$ cat config.mk
export PLATFORM = sky130hd
export DESIGN_NAME = uart_reg_ctrl
export DESIGN_NICKNAME = d
export VERILOG_FILES = /design/src/rtl/uart_reg_ctrl.sv
export SDC_FILE = /design/constraint.sdc
export NUM_CORES = 1
export LEC_CHECK = 0
export BUFFER_PORTS_ARGS = -buffer_cell sky130_fd_sc_hd__buf_4
export CORE_UTILIZATION = 51
export CTS_CLUSTER_DIAMETER = 40
export CTS_CLUSTER_SIZE = 14
export DETAILED_ROUTE_END_ITERATION = 12
export PLACE_DENSITY = 0.86
export SYNTH_ARGS = -nofsm -noshare
export SYNTH_HDL_FRONTEND = slang
export SYNTH_SLANG_ARGS = --single-unit
$ cat constraint.sdc
create_clock -name clk -period 1.6 [get_ports clk]
set_input_delay 0.16 -clock clk [delete_from_list [all_inputs] [get_ports clk]]
set_output_delay 0.16 -clock clk [all_outputs]
set_load 0.01 [all_outputs]
$ cat src/rtl/uart_reg_ctrl.sv
// ---------------------------------------------------------------------------
// uart_reg_ctrl
//
// Byte-level command sequencer sitting between the UART core and the R-peak
// detector datapath. The host talks a tiny register protocol:
//   command byte = {4'b0000, addr[2:0], rw}
//   rw=1 : the next received byte is written to addr
//   rw=0 : one response byte is returned on TX
//
// Register map
//   0 SR    (R)  {4'b0, perr, ovf, sample_full, peak_empty}
//   1 DINL  (W)  low byte of the next ECG sample
//   2 DINH  (W)  high bits of the sample; writing it pushes {DINH, DINL}
//   3 DOUTL (R)  pops the peak FIFO into the hold register, returns [7:0]
//   4 DOUTM (R)  hold[15:8]
//   5 DOUTH (R)  hold[23:16]
//   6,7          reserved, read as 0x00, writes discarded
//
// Ports
//   clk, rst                        clock, synchronous active-high reset
//   rx_data_valid, rx_data[7:0]     received byte strobe and value
//   tx_ready                        UART TX can take a byte this cycle
//   tx_data_valid, tx_data[7:0]     response byte strobe and value
//   sample_wr, sample_data          one-cycle push into the sample FIFO
//   sample_full                     sample FIFO full
//   peak_rd                         one-cycle pop of the peak FIFO
//   peak_data, peak_empty           FWFT head of the peak FIFO, empty flag
// ---------------------------------------------------------------------------
module uart_reg_ctrl #(
    parameter int DATA_WIDTH     = 11,
    parameter int CTR_WIDTH      = 22,
    parameter int TIMEOUT_CYCLES = 1_000_000
) (
    input  logic                  clk,
    input  logic                  rst,
    input  logic                  rx_data_valid,
    input  logic [7:0]            rx_data,
    input  logic                  tx_ready,
    output logic                  tx_data_valid,
    output logic [7:0]            tx_data,
    output logic                  sample_wr,
    output logic [DATA_WIDTH-1:0] sample_data,
    input  logic                  sample_full,
    output logic                  peak_rd,
    input  logic [CTR_WIDTH-1:0]  peak_data,
    input  logic                  peak_empty
);

    localparam int HOLD_W = 24;
    localparam int TO_W   = (TIMEOUT_CYCLES > 2) ? $clog2(TIMEOUT_CYCLES) : 1;
    localparam logic [TO_W-1:0] TO_LAST = TO_W'(TIMEOUT_CYCLES - 1);

    localparam logic [2:0] A_SR    = 3'd0;
    localparam logic [2:0] A_DINL  = 3'd1;
    localparam logic [2:0] A_DINH  = 3'd2;
    localparam logic [2:0] A_DOUTL = 3'd3;
    localparam logic [2:0] A_DOUTM = 3'd4;
    localparam logic [2:0] A_DOUTH = 3'd5;

    typedef enum logic [1:0] {
        IDLE  = 2'd0,
        WDATA = 2'd1,
        RESP  = 2'd2
    } state_t;

    state_t                state_q, state_d;
    logic [2:0]            addr_q, addr_d;
    logic [7:0]            dinl_q, dinl_d;
    logic [HOLD_W-1:0]     hold_q, hold_d;
    logic [7:0]            resp_q, resp_d;
    logic [TO_W-1:0]       to_cnt_q, to_cnt_d;
    logic                  sample_wr_q, sample_wr_d;
    logic [DATA_WIDTH-1:0] sample_data_q, sample_data_d;
    logic                  peak_rd_q, peak_rd_d;
    logic                  ovf_q, ovf_d;
    logic                  perr_q, perr_d;

    logic                  ovf_set;
    logic                  perr_set;
    logic                  sr_clr;
    logic                  resp_fire;

    // ---------------------------------------------------------------
    // State and datapath registers
    // ---------------------------------------------------------------
    always_ff @(posedge clk) begin
        if (rst) begin
            state_q       <= IDLE;
            addr_q        <= 3'd0;
            dinl_q        <= 8'd0;
            hold_q        <= '0;
            resp_q        <= 8'd0;
            to_cnt_q      <= '0;
            sample_wr_q   <= 1'b0;
            sample_data_q <= '0;
            peak_rd_q     <= 1'b0;
            ovf_q         <= 1'b0;
            perr_q        <= 1'b0;
        end else begin
            state_q       <= state_d;
            addr_q        <= addr_d;
            dinl_q        <= dinl_d;
            hold_q        <= hold_d;
            resp_q        <= resp_d;
            to_cnt_q      <= to_cnt_d;
            sample_wr_q   <= sample_wr_d;
            sample_data_q <= sample_data_d;
            peak_rd_q     <= peak_rd_d;
            ovf_q         <= ovf_d;
            perr_q        <= perr_d;
        end
    end

    // ---------------------------------------------------------------
    // Next-state and register-update logic
    // ---------------------------------------------------------------
    always_comb begin
        state_d       = state_q;
        addr_d        = addr_q;
        dinl_d        = dinl_q;
        hold_d        = hold_q;
        resp_d        = resp_q;
        to_cnt_d      = to_cnt_q;
        sample_wr_d   = 1'b0;
        sample_data_d = sample_data_q;
        peak_rd_d     = 1'b0;
        ovf_set       = 1'b0;
        perr_set      = 1'b0;
        sr_clr        = 1'b0;

        case (state_q)
            IDLE: begin
                if (rx_data_valid) begin
                    if (rx_data[7:4] != 4'd0) begin
                        perr_set = 1'b1;
                    end else begin
                        addr_d = rx_data[3:1];
                        if (rx_data[0]) begin
                            state_d  = WDATA;
                            to_cnt_d = '0;
                        end else begin
                            state_d = RESP;
                            // Response is frozen here so a slow tx_ready
                            // cannot change what the host gets back.
                            case (rx_data[3:1])
                                A_SR: begin
                                    resp_d = {4'd0, perr_q, ovf_q, sample_full, peak_empty};
                                end
                                A_DOUTL: begin
                                    if (!peak_empty) begin
                                        hold_d    = HOLD_W'(peak_data);
                                        peak_rd_d = 1'b1;
                                        resp_d    = peak_data[7:0];
                                    end else begin
                                        resp_d = hold_q[7:0];
                                    end
                                end
                                A_DOUTM: resp_d = hold_q[15:8];
                                A_DOUTH: resp_d = hold_q[23:16];
                                default: resp_d = 8'h00;
                            endcase
                        end
                    end
                end
            end

            WDATA: begin
                if (rx_data_valid) begin
                    state_d = IDLE;
                    case (addr_q)
                        A_DINL: dinl_d = rx_data;
                        A_DINH: begin
                            if (!sample_full) begin
                                sample_wr_d   = 1'b1;
                                // dinl_q is kept so repeated DINH writes reuse it.
                                sample_data_d = DATA_WIDTH'({rx_data, dinl_q});
                            end else begin
                                ovf_set = 1'b1;
                            end
                        end
                        default: ;
                    endcase
                end else if (to_cnt_q == TO_LAST) begin
                    perr_set = 1'b1;
                    state_d  = IDLE;
                end else begin
                    to_cnt_d = to_cnt_q + TO_W'(1);
                end
            end

            RESP: begin
                if (rx_data_valid) begin
                    perr_set = 1'b1;
                end
                if (tx_ready) begin
                    state_d = IDLE;
                    if (addr_q == A_SR) begin
                        sr_clr = 1'b1;
                    end
                end
            end

            default: state_d = IDLE;
        endcase

        // Sticky flags: a set in the same cycle as the read-clear wins.
        ovf_d  = ovf_set  | (ovf_q  & ~sr_clr);
        perr_d = perr_set | (perr_q & ~sr_clr);
    end

    // ---------------------------------------------------------------
    // Outputs
    // ---------------------------------------------------------------
    always_comb begin
        resp_fire     = (state_q == RESP) && tx_ready;
        tx_data_valid = resp_fire;
        tx_data       = resp_fire ? resp_q : 8'h00;
        sample_wr     = sample_wr_q;
        sample_data   = sample_data_q;
        peak_rd       = peak_rd_q;
    end

endmodule
==> results.txt, run 1 <==
----------------------------------------------------
[Global route]
  Largest net degree at the start of global routing ... 41
  Number of global-route vias before repair ... 3678
  GR Util All Layers ... 28.72%
  Overflow left after global routing ... 0
  Antenna violations before repair ... 0
  Wire length of the first global-routing pass ... 17130 um

[Worst setup path]
  List of cells traversed by the critical path ... nor4b_4 -> nand4b_1 -> o21ai_2 -> buf_6 -> buf_4 -> a21oi_1 -> nor3_1
  Worst path required time ... 1.86 ns
  Worst setup path category ... reg -> reg
  Startpoint types ... flip-flop
  Type of element capturing the critical path ... flip-flop
  Worst Path Max Fanout ... 15
  Slowest stage cell, crit path ... sky130_fd_sc_hd__dfxtp_4
  Worst EP arrival ... 2.09 ns
  Sum of buffers and inverters on the critical path ... 2
  Critical Path Max Stage Delay ... 0.38 ns
  Cell class contributing the biggest share of worst-path delay ... simple AND/OR/NAND/NOR gates

[Route]
  Number of vias per cell ... 6.235
  Count of unresolved DRC violations after routing ... 0
  Total iterations of the first detailed-routing run ... 5
  Total number of vias ... 4003
  Routed Wire Length ... 12870 um
  DR iter-0 viols ... 442
  Antenna-violating nets left ... 0
  Average wire per standard cell ... 20.05 um

[Clock network]
  Clock root buffer ... sky130_fd_sc_hd__clkbuf_8
  Insertion delay to the later sink of the worst-skew pair ... 0.35 ns
  Reg clk slew, reported paths ... 0.08 ns
  Hold_buf cts ... 0
  Clock sinks ... 78
  CTS tree ... done
  Buffers from clock root to sink, at most ... 2
  Num CTS Buffers ... 9
  Clock H-tree levels ... 3

[Logic synthesis]
  Post-synth cell types ... 52
  Synthesized Nets ... 470
  Fraction of the mapped netlist area in simple logic gates ... 26.65%
  Share of synthesized area occupied by flip-flops and latches ... 40.96%
  Count of flip-flops with a built-in enable after synthesis ... 0
  Mapped Avg Cell Area ... 8.805 um^2
  Fraction of post-synthesis cell area in the top cell type by area ... 40.96%
  Share of the synthesized area in compound gates (AO/OA/AOI/OAI) ... 18.18%
  Post-synthesis sequential element count ... 78
  Async set-or-reset flop fraction in the synthesized netlist ... 0%
  Gate count after technology mapping ... 433
  Summed instance area of the synthesized netlist ... 3812 um^2
  Ys Warns ... 0
  Post-synthesis mux area share ... 8.500%
  Dominant register cell in the synthesized netlist ... sky130_fd_sc_hd__dfxtp_1
  Dominant combinational cell family by area after synthesis ... simple AND/OR/NAND/NOR gates
  Top cells by area in the synthesized netlist ... sky130_fd_sc_hd__dfxtp_1 (41%), sky130_fd_sc_hd__mux2i_1 (7.6%), sky130_fd_sc_hd__a21oi_2 (4.6%), sky130_fd_sc_hd__nand2_1 (4.3%), sky130_fd_sc_hd__nor2_1 (4.0%)
  Synthesized-area fraction occupied by adder cells ... 0.3282%
  XOR/XNOR Fraction of Synth Area ... 0%
  Cell type with the largest total area after synthesis ... sky130_fd_sc_hd__dfxtp_1

[Floorplanning]
  Die footprint ... 7825 um^2
  Number of placement rows ... 31
  Placeable core area ... 7253 um^2
  Initial cell density of the core ... 52.56%
  Top-level port count ... 58
  Floorplan die height ... 88.46 um
  Horizontal extent of the die ... 88.46 um

[STA]
  Portion of the clock cycle consumed by the worst path in the final layout ... 114.9%
  RSZ-0062 raised after global routing ... true
  Slew of the pin with the lowest slew margin ... 0.3831 ns
  Max Clock Freq ... 544.1 MHz
  Setup Total Neg Slack ... -4.966 ns
  Endpoints failing hold ... 0
  Fin crit period ... 1.838 ns
  Total count of max-transition violations in the final report ... 0
  Worst clock skew ... 0.01041 ns
  Max transition margin ... 74.27%
  Setup-violating endpoint count in the final report ... 55
  Post-route setup slack ... -0.2379 ns

[Layout]
  Proportion of layout cells with a drive suffix above 1 ... 45.86%
  Final core utilization ... 74.50%
  Final std cells w/o fill ... 642
  Final nets ... 575
  Area of all placed cells without fillers ... 5404 um^2
  Layout overhead on the synthesized area ... 41.75%
  Number of diodes ... 0

[Power]
  Power per cell area ... 731.7 nW/um^2
  Static Leak ... 2.152 nW
  IR Drop Worst-Case VDD ... 0.6947 mV
  Total power ... 3.954 mW

[Worst hold path]
  Hold/Removal Path Class ... in -> reg

[Placed design]
  Routability-driven placement congestion ratio ... 0.8820
  Port Buffer Count ... 57
  Total cell area at the placement stage ... 4573 um^2
  Cell Count Post-Placement ... 601
  Detailed-placement wirelength estimate ... 6778 um

[Outcome]
  Violated checks ... negative setup slack
  Result of the run ... complete, but fails checks

[Flow run]
  Number of max-cap violations ... 0

----------------------------------------------------
[synthesized netlist by cell type (all sizes together) (3+ instances only)]
master,instances
dfxtp,78
and2,9
nand4,10
a31oi,7
a21o,3
nor3,7
buf,16
mux2i,29
clkbuf,14
inv,9
a311oi,4
nor4,5
nand2b,4
a21oi,46
a22oi,15
nor2b,4
o32ai,5
mux2,3
and3,3
nand3,15
or4,7
o21ai,9
o22ai,6
nand2,65
nor2,43
[through the flow]
stage                     setup slack [ns]  hold slack (ns)
after floorplan                   -0.01240           0.2393
after detailed placement           -0.1701           0.3814
after global placement             -0.1439           0.3697
after CTS                          -0.1289         0.009142
after global routing               -0.2907          0.03578
final                              -0.2379          0.03795
[worst register-to-register path, delay by kind of cell, from the launching register on]
kind / cells / cell delay, ns
and+or+nand+nor: 3 / 0.72
AOI/OAI and AO/OA: 2 / 0.31
buffers and inverters: 2 / 0.34
DFF: 1 / 0.38
[worst paths after layout]
check              startpoint            to  slack, ns  cells past startpoint
setup / recovery  to_cnt_q[7]  to_cnt_q[13]      -0.24                      7
hold / removal    sample_full     sample_wr       0.04                      2
hold reg to reg    hold_q[10]    hold_q[10]       0.46                      2
setup reg to reg  to_cnt_q[7]  to_cnt_q[13]      -0.24                      7
[layout make-up]
type | count | area (um^2)
Sequential cell | 78 | 1587
Multi-Input combinational cell | 317 | 2355
Clock inverter | 4 | 95.09
Timing Repair Buffer | 123 | 1075
Clock buffer | 12 | 135.1
Inverter | 9 | 33.78
Fill cell | 441 | 1849
Tap cell | 99 | 123.9
[flip-flops by register name, summed over array words and instances, names as in the netlist]
| register | cells |
|---|---|
| addr_q | 3 |
| dinl_q | 8 |
| hold_q | 22 |
| ovf_q | 1 |
| peak_rd | 1 |
| perr_q | 1 |
| resp_q | 8 |
| sample_data | 11 |
| sample_wr | 1 |
| state_q | 2 |
| to_cnt_q | 20 |
[where the power goes]
group	internal, mW	total, mW	switching, mW
combinational	0.108	0.253	0.146
clock	1.04	1.76	0.722
sequential	1.94	1.94	0.00418
total	3.08	3.95	0.871
[metal layers]
layer	vias up	global-route usage (%)	wire length, um
met3	80	8.396	1051
met1	1883	33.82	4833
met4	0	13.78	729
li1	1761	-	-
met2	279	48.04	6258
met5	-	0	0
[repair_timing]
item / 4_1_cts / 5_1_grt
cloned: 1 / 4
pin swaps: 19 / 19
buffers inserted: 13 / 7
gates resized for setup: 55 / 44
setup endpoints to repair: 29 / 79
[layout by cell type (no fill, tap or decap), types with 4 or more instances in the layout]
master                      n
sky130_fd_sc_hd__a21oi_1   23
sky130_fd_sc_hd__or4_1      7
sky130_fd_sc_hd__nand2_1   32
sky130_fd_sc_hd__a21oi_2   21
sky130_fd_sc_hd__nand2b_1   4
sky130_fd_sc_hd__clkbuf_8   9
sky130_fd_sc_hd__nor4_4     5
sky130_fd_sc_hd__nand3_1   12
sky130_fd_sc_hd__a311oi_2   4
sky130_fd_sc_hd__inv_1      9
sky130_fd_sc_hd__nor3_1     6
sky130_fd_sc_hd__nand2_4    7
sky130_fd_sc_hd__and2_4     8
sky130_fd_sc_hd__buf_6     21
sky130_fd_sc_hd__mux2i_1   29
sky130_fd_sc_hd__nand4_1    8
sky130_fd_sc_hd__buf_4     97
sky130_fd_sc_hd__o32ai_1    4
sky130_fd_sc_hd__o21ai_1    4
sky130_fd_sc_hd__o21ai_0    4
sky130_fd_sc_hd__nor2_1    39
sky130_fd_sc_hd__nand2_2   26
sky130_fd_sc_hd__dfxtp_2   11
sky130_fd_sc_hd__a31oi_1    6
sky130_fd_sc_hd__o22ai_1    6
sky130_fd_sc_hd__dfxtp_1   64
sky130_fd_sc_hd__a22oi_1   15
[kinds of logic (layout without fill, tap and decap cells)]
kind of cell    count (synthesis)  count (layout)
simple gates                  183             183
mux                            32              32
fa+ha+maj                       1               1
buf+inv                        39             148
flops                          78              78
compound gates                100             101
(Power assumes the default switching activity.)
==> run 2, diff against run 1 <==
--- a/config.mk
+++ b/config.mk
@@ -10,7 +10,7 @@
 export CTS_CLUSTER_DIAMETER = 40
 export CTS_CLUSTER_SIZE = 14
 export DETAILED_ROUTE_END_ITERATION = 12
-export PLACE_DENSITY = 0.86
+export PLACE_DENSITY = 0.8
 export SYNTH_ARGS = -nofsm -noshare
 export SYNTH_HDL_FRONTEND = slang
 export SYNTH_SLANG_ARGS = --single-unit
==> results.txt, run 2 (synthesis results as in run 1) <==
----------------------------------------------------
[Outcome]
  Result of the run ... complete, but fails checks (unchanged)
  Violated checks ... negative setup slack (unchanged)

[Layout]
  Register name with the most flops ... hold_q (unchanged)
  Proportion of layout cells with a drive suffix above 1 ... 50.73% (was 45.86%)
  Number of filler instances in the final layout ... 431 (was 441)
  Layout overhead on the synthesized area ... 48.97% (was 41.75%)
  Final std cells w/o fill ... 645 (was 642)
  Final core utilization ... 78.30% (was 74.50%)
  Most common cell after layout, fill and taps aside ... sky130_fd_sc_hd__buf_4 (unchanged)
  Commonest cells after routing, fill and taps aside ... sky130_fd_sc_hd__buf_4 (95), sky130_fd_sc_hd__dfxtp_1 (67), sky130_fd_sc_hd__nor2_1 (38) (was sky130_fd_sc_hd__buf_4 (97), sky130_fd_sc_hd__dfxtp_1 (64), sky130_fd_sc_hd__nor2_1 (39))
  Flip-flop count of the largest register, all copies and words added ... 22 (unchanged)
  Final nets ... 579 (was 575)
  Number of diodes ... 0 (unchanged)
  Area of all placed cells without fillers ... 5679 um^2 (was 5404 um^2)

[Clock network]
  Num CTS Buffers ... 9 (unchanged)
  Clock root buffer ... sky130_fd_sc_hd__clkbuf_8 (unchanged)
  Insertion delay to the later sink of the worst-skew pair ... 0.37 ns (was 0.35 ns)
  Clock sinks ... 78 (unchanged)
  Clock H-tree levels ... 3 (unchanged)
  Reg clk slew, reported paths ... 0.08 ns (about the same)
  Buffers from clock root to sink, at most ... 2 (unchanged)
  CTS tree ... done (unchanged)

[Route]
  Total number of vias ... 3974 (was 4003)
  Number of vias per cell ... 6.161 (was 6.235)
  Count of unresolved DRC violations after routing ... 0 (unchanged)
  Antenna-violating nets left ... 0 (unchanged)
  DR iter-0 viols ... 283 (was 442)
  Average wire per standard cell ... 20.38 um (was 20.05 um)
  Routed Wire Length ... 13150 um (was 12870 um)
  Total iterations of the first detailed-routing run ... 5 (unchanged)

[Placed design]
  Port Buffer Count ... 57 (unchanged)
  Total cell area at the placement stage ... 4568 um^2 (was 4573 um^2)
  Detailed-placement wirelength estimate ... 6964 um (was 6778 um)
  Cell Count Post-Placement ... 602 (was 601)
  Routability-driven placement congestion ratio ... 0.8559 (was 0.8820)
  Pre-CTS setup slack ... -0.1885 ns (was -0.1701 ns)

[Worst setup path]
  List of cells traversed by the critical path ... ha_4 -> and3_4 -> nand4b_1 -> o21ai_4 -> buf_4 -> or4_1 -> o21ai_1 (was nor4b_4 -> nand4b_1 -> o21ai_2 -> buf_6 -> buf_4 -> a21oi_1 -> nor3_1)
  Worst setup path category ... reg -> reg (unchanged)
  Cell class contributing the biggest share of worst-path delay ... simple AND/OR/NAND/NOR gates (unchanged)
  Slowest stage cell, crit path ... sky130_fd_sc_hd__or4_1 (was sky130_fd_sc_hd__dfxtp_4)
  Worst Path Max Fanout ... 10 (was 15)
  Worst EP arrival ... 2.23 ns (was 2.09 ns)
  Type of element capturing the critical path ... flip-flop (unchanged)
  Sum of buffers and inverters on the critical path ... 1 (was 2)
  Startpoint types ... flip-flop (unchanged)
  Worst path required time ... 1.89 ns (was 1.86 ns)
  Critical Path Max Stage Delay ... 0.51 ns (was 0.38 ns)

[STA]
  Max transition margin ... 64.43% (was 74.27%)
  Slew of the pin with the lowest slew margin ... 0.5336 ns (was 0.3831 ns)
  Worst clock skew ... 0.01060 ns (was 0.01041 ns)
  Setup-violating endpoint count in the final report ... 61 (was 55)
  Max Clock Freq ... 515.4 MHz (was 544.1 MHz)
  Worst Hold Slack ... 0.03570 ns (was 0.03795 ns)
  Setup Total Neg Slack ... -9.635 ns (was -4.966 ns)
  Portion of the clock cycle consumed by the worst path in the final layout ... 121.3% (was 114.9%)
  RSZ-0062 raised after global routing ... true (unchanged)
  Endpoints failing hold ... 0 (unchanged)
  Post-route setup slack ... -0.3404 ns (was -0.2379 ns)
  Fin crit period ... 1.940 ns (was 1.838 ns)
  Total count of max-transition violations in the final report ... 0 (unchanged)

[Global route]
  Antenna violations before repair ... 0 (unchanged)
  Wire length of the first global-routing pass ... 16660 um (was 17130 um)
  Global-route met2 utilization ... 47.90% (was 48.04%)
  Met1 Track Usage GR ... 31.44% (was 33.82%)
  Largest net degree at the start of global routing ... 34 (was 41)
  GR met3 Demand/Resource ... 9.049% (was 8.396%)
  GR Util All Layers ... 28.21% (was 28.72%)
  Overflow left after global routing ... 0 (unchanged)
  Number of global-route vias before repair ... 3619 (was 3678)
  GRT busiest layer ... met2 (unchanged)

[Flow run]
  Number of max-cap violations ... 0 (unchanged)

[Floorplanning]
  Horizontal extent of the die ... 88.46 um (unchanged)
  Placeable core area ... 7253 um^2 (unchanged)
  Initial cell density of the core ... 52.56% (unchanged)
  Die footprint ... 7825 um^2 (unchanged)
  Floorplan die height ... 88.46 um (unchanged)
  Number of placement rows ... 31 (unchanged)
  Top-level port count ... 58 (unchanged)

[Worst hold path]
  Hold/Removal Path Class ... in -> reg (unchanged)

[Power]
  Sequential cell fraction of total power ... 50.9% (was 49.1%)
  Cell Int Power ... 2.917 mW (was 3.083 mW)
  Static Leak ... 2.209 nW (was 2.152 nW)
  Total power ... 3.818 mW (was 3.954 mW)
  Power per cell area ... 672.4 nW/um^2 (was 731.7 nW/um^2)
  IR Drop Worst-Case VDD ... 0.6680 mV (was 0.6947 mV)
  Sw Ratio ... 23.60% (was 22.04%)
  Switching power ... 0.9012 mW (was 0.8714 mW)
  Share of power burned in the clock network ... 42.2% (was 44.5%)
  Combinational cell fraction of total power ... 6.9% (was 6.4%)

----------------------------------------------------
## run 2: changes by cell type in the layout (fill, tap and decap cells not counted), sizes merged
cell	previous run	this run
buf	121	122
bufinv	3	2
clkbuf	14	15
clkinvlp	0	1
dlygate4sd3	0	1
## run 2: tightest hold or removal path, delay by kind of cell
family | cells | cell delay (ns)
AND/OR/NAND/NOR | 1 | 0.05
buffers and inverters | 1 | 0.11
AO/OA/AOI/OAI | 1 | 0.04
## run 2: worst paths after layout
path	end	start	slack (ns)	cells past startpoint
max	to_cnt_q[19]	to_cnt_q[1]	-0.34	7
min	hold_q[21]	peak_data[21]	0.04	3
max reg2reg	to_cnt_q[19]	to_cnt_q[1]	-0.34	7
min reg2reg	to_cnt_q[18]	to_cnt_q[18]	0.47	2
## run 2: routing by layer
metal / up-vias / wire, um
met4: 0 / 655
met2: 202 / 6815
met3: 71 / 811
met5: - / 0
met1: 1939 / 4863
li1: 1762 / -
## run 2: area by class of cell
cell class / instances / area (um^2) / area share (%)
clock buffers: 11 / 131.4 / 2.313
clock inverters: 4 / 72.57 / 1.278
inverters: 9 / 33.78 / 0.5948
multi-input cells: 317 / 2577 / 45.38
flip-flops and latches: 78 / 1583 / 27.87
well taps: 99 / 123.9 / 2.181
repair buffers: 127 / 1157 / 20.38
## run 2: power groups by stage
stage | sequential (mW) | clock [mW] | combinational [mW]
floorplan | 1.99 | 0 | 0.106
global placement | 1.99 | 0 | 0.211
detailed placement | 1.99 | 0 | 0.216
CTS | 1.95 | 1.60 | 0.221
global route | 1.94 | 1.70 | 0.275
finish | 1.94 | 1.61 | 0.264
## run 2: what timing repair did
item,CTS,global route
endpoints found under the setup margin,29,80
hold buffers,1,0
resized for setup,36,109
pin swaps,12,68
endpoints found under the hold margin,1,0
cloned,1,8
setup buffers,5,14
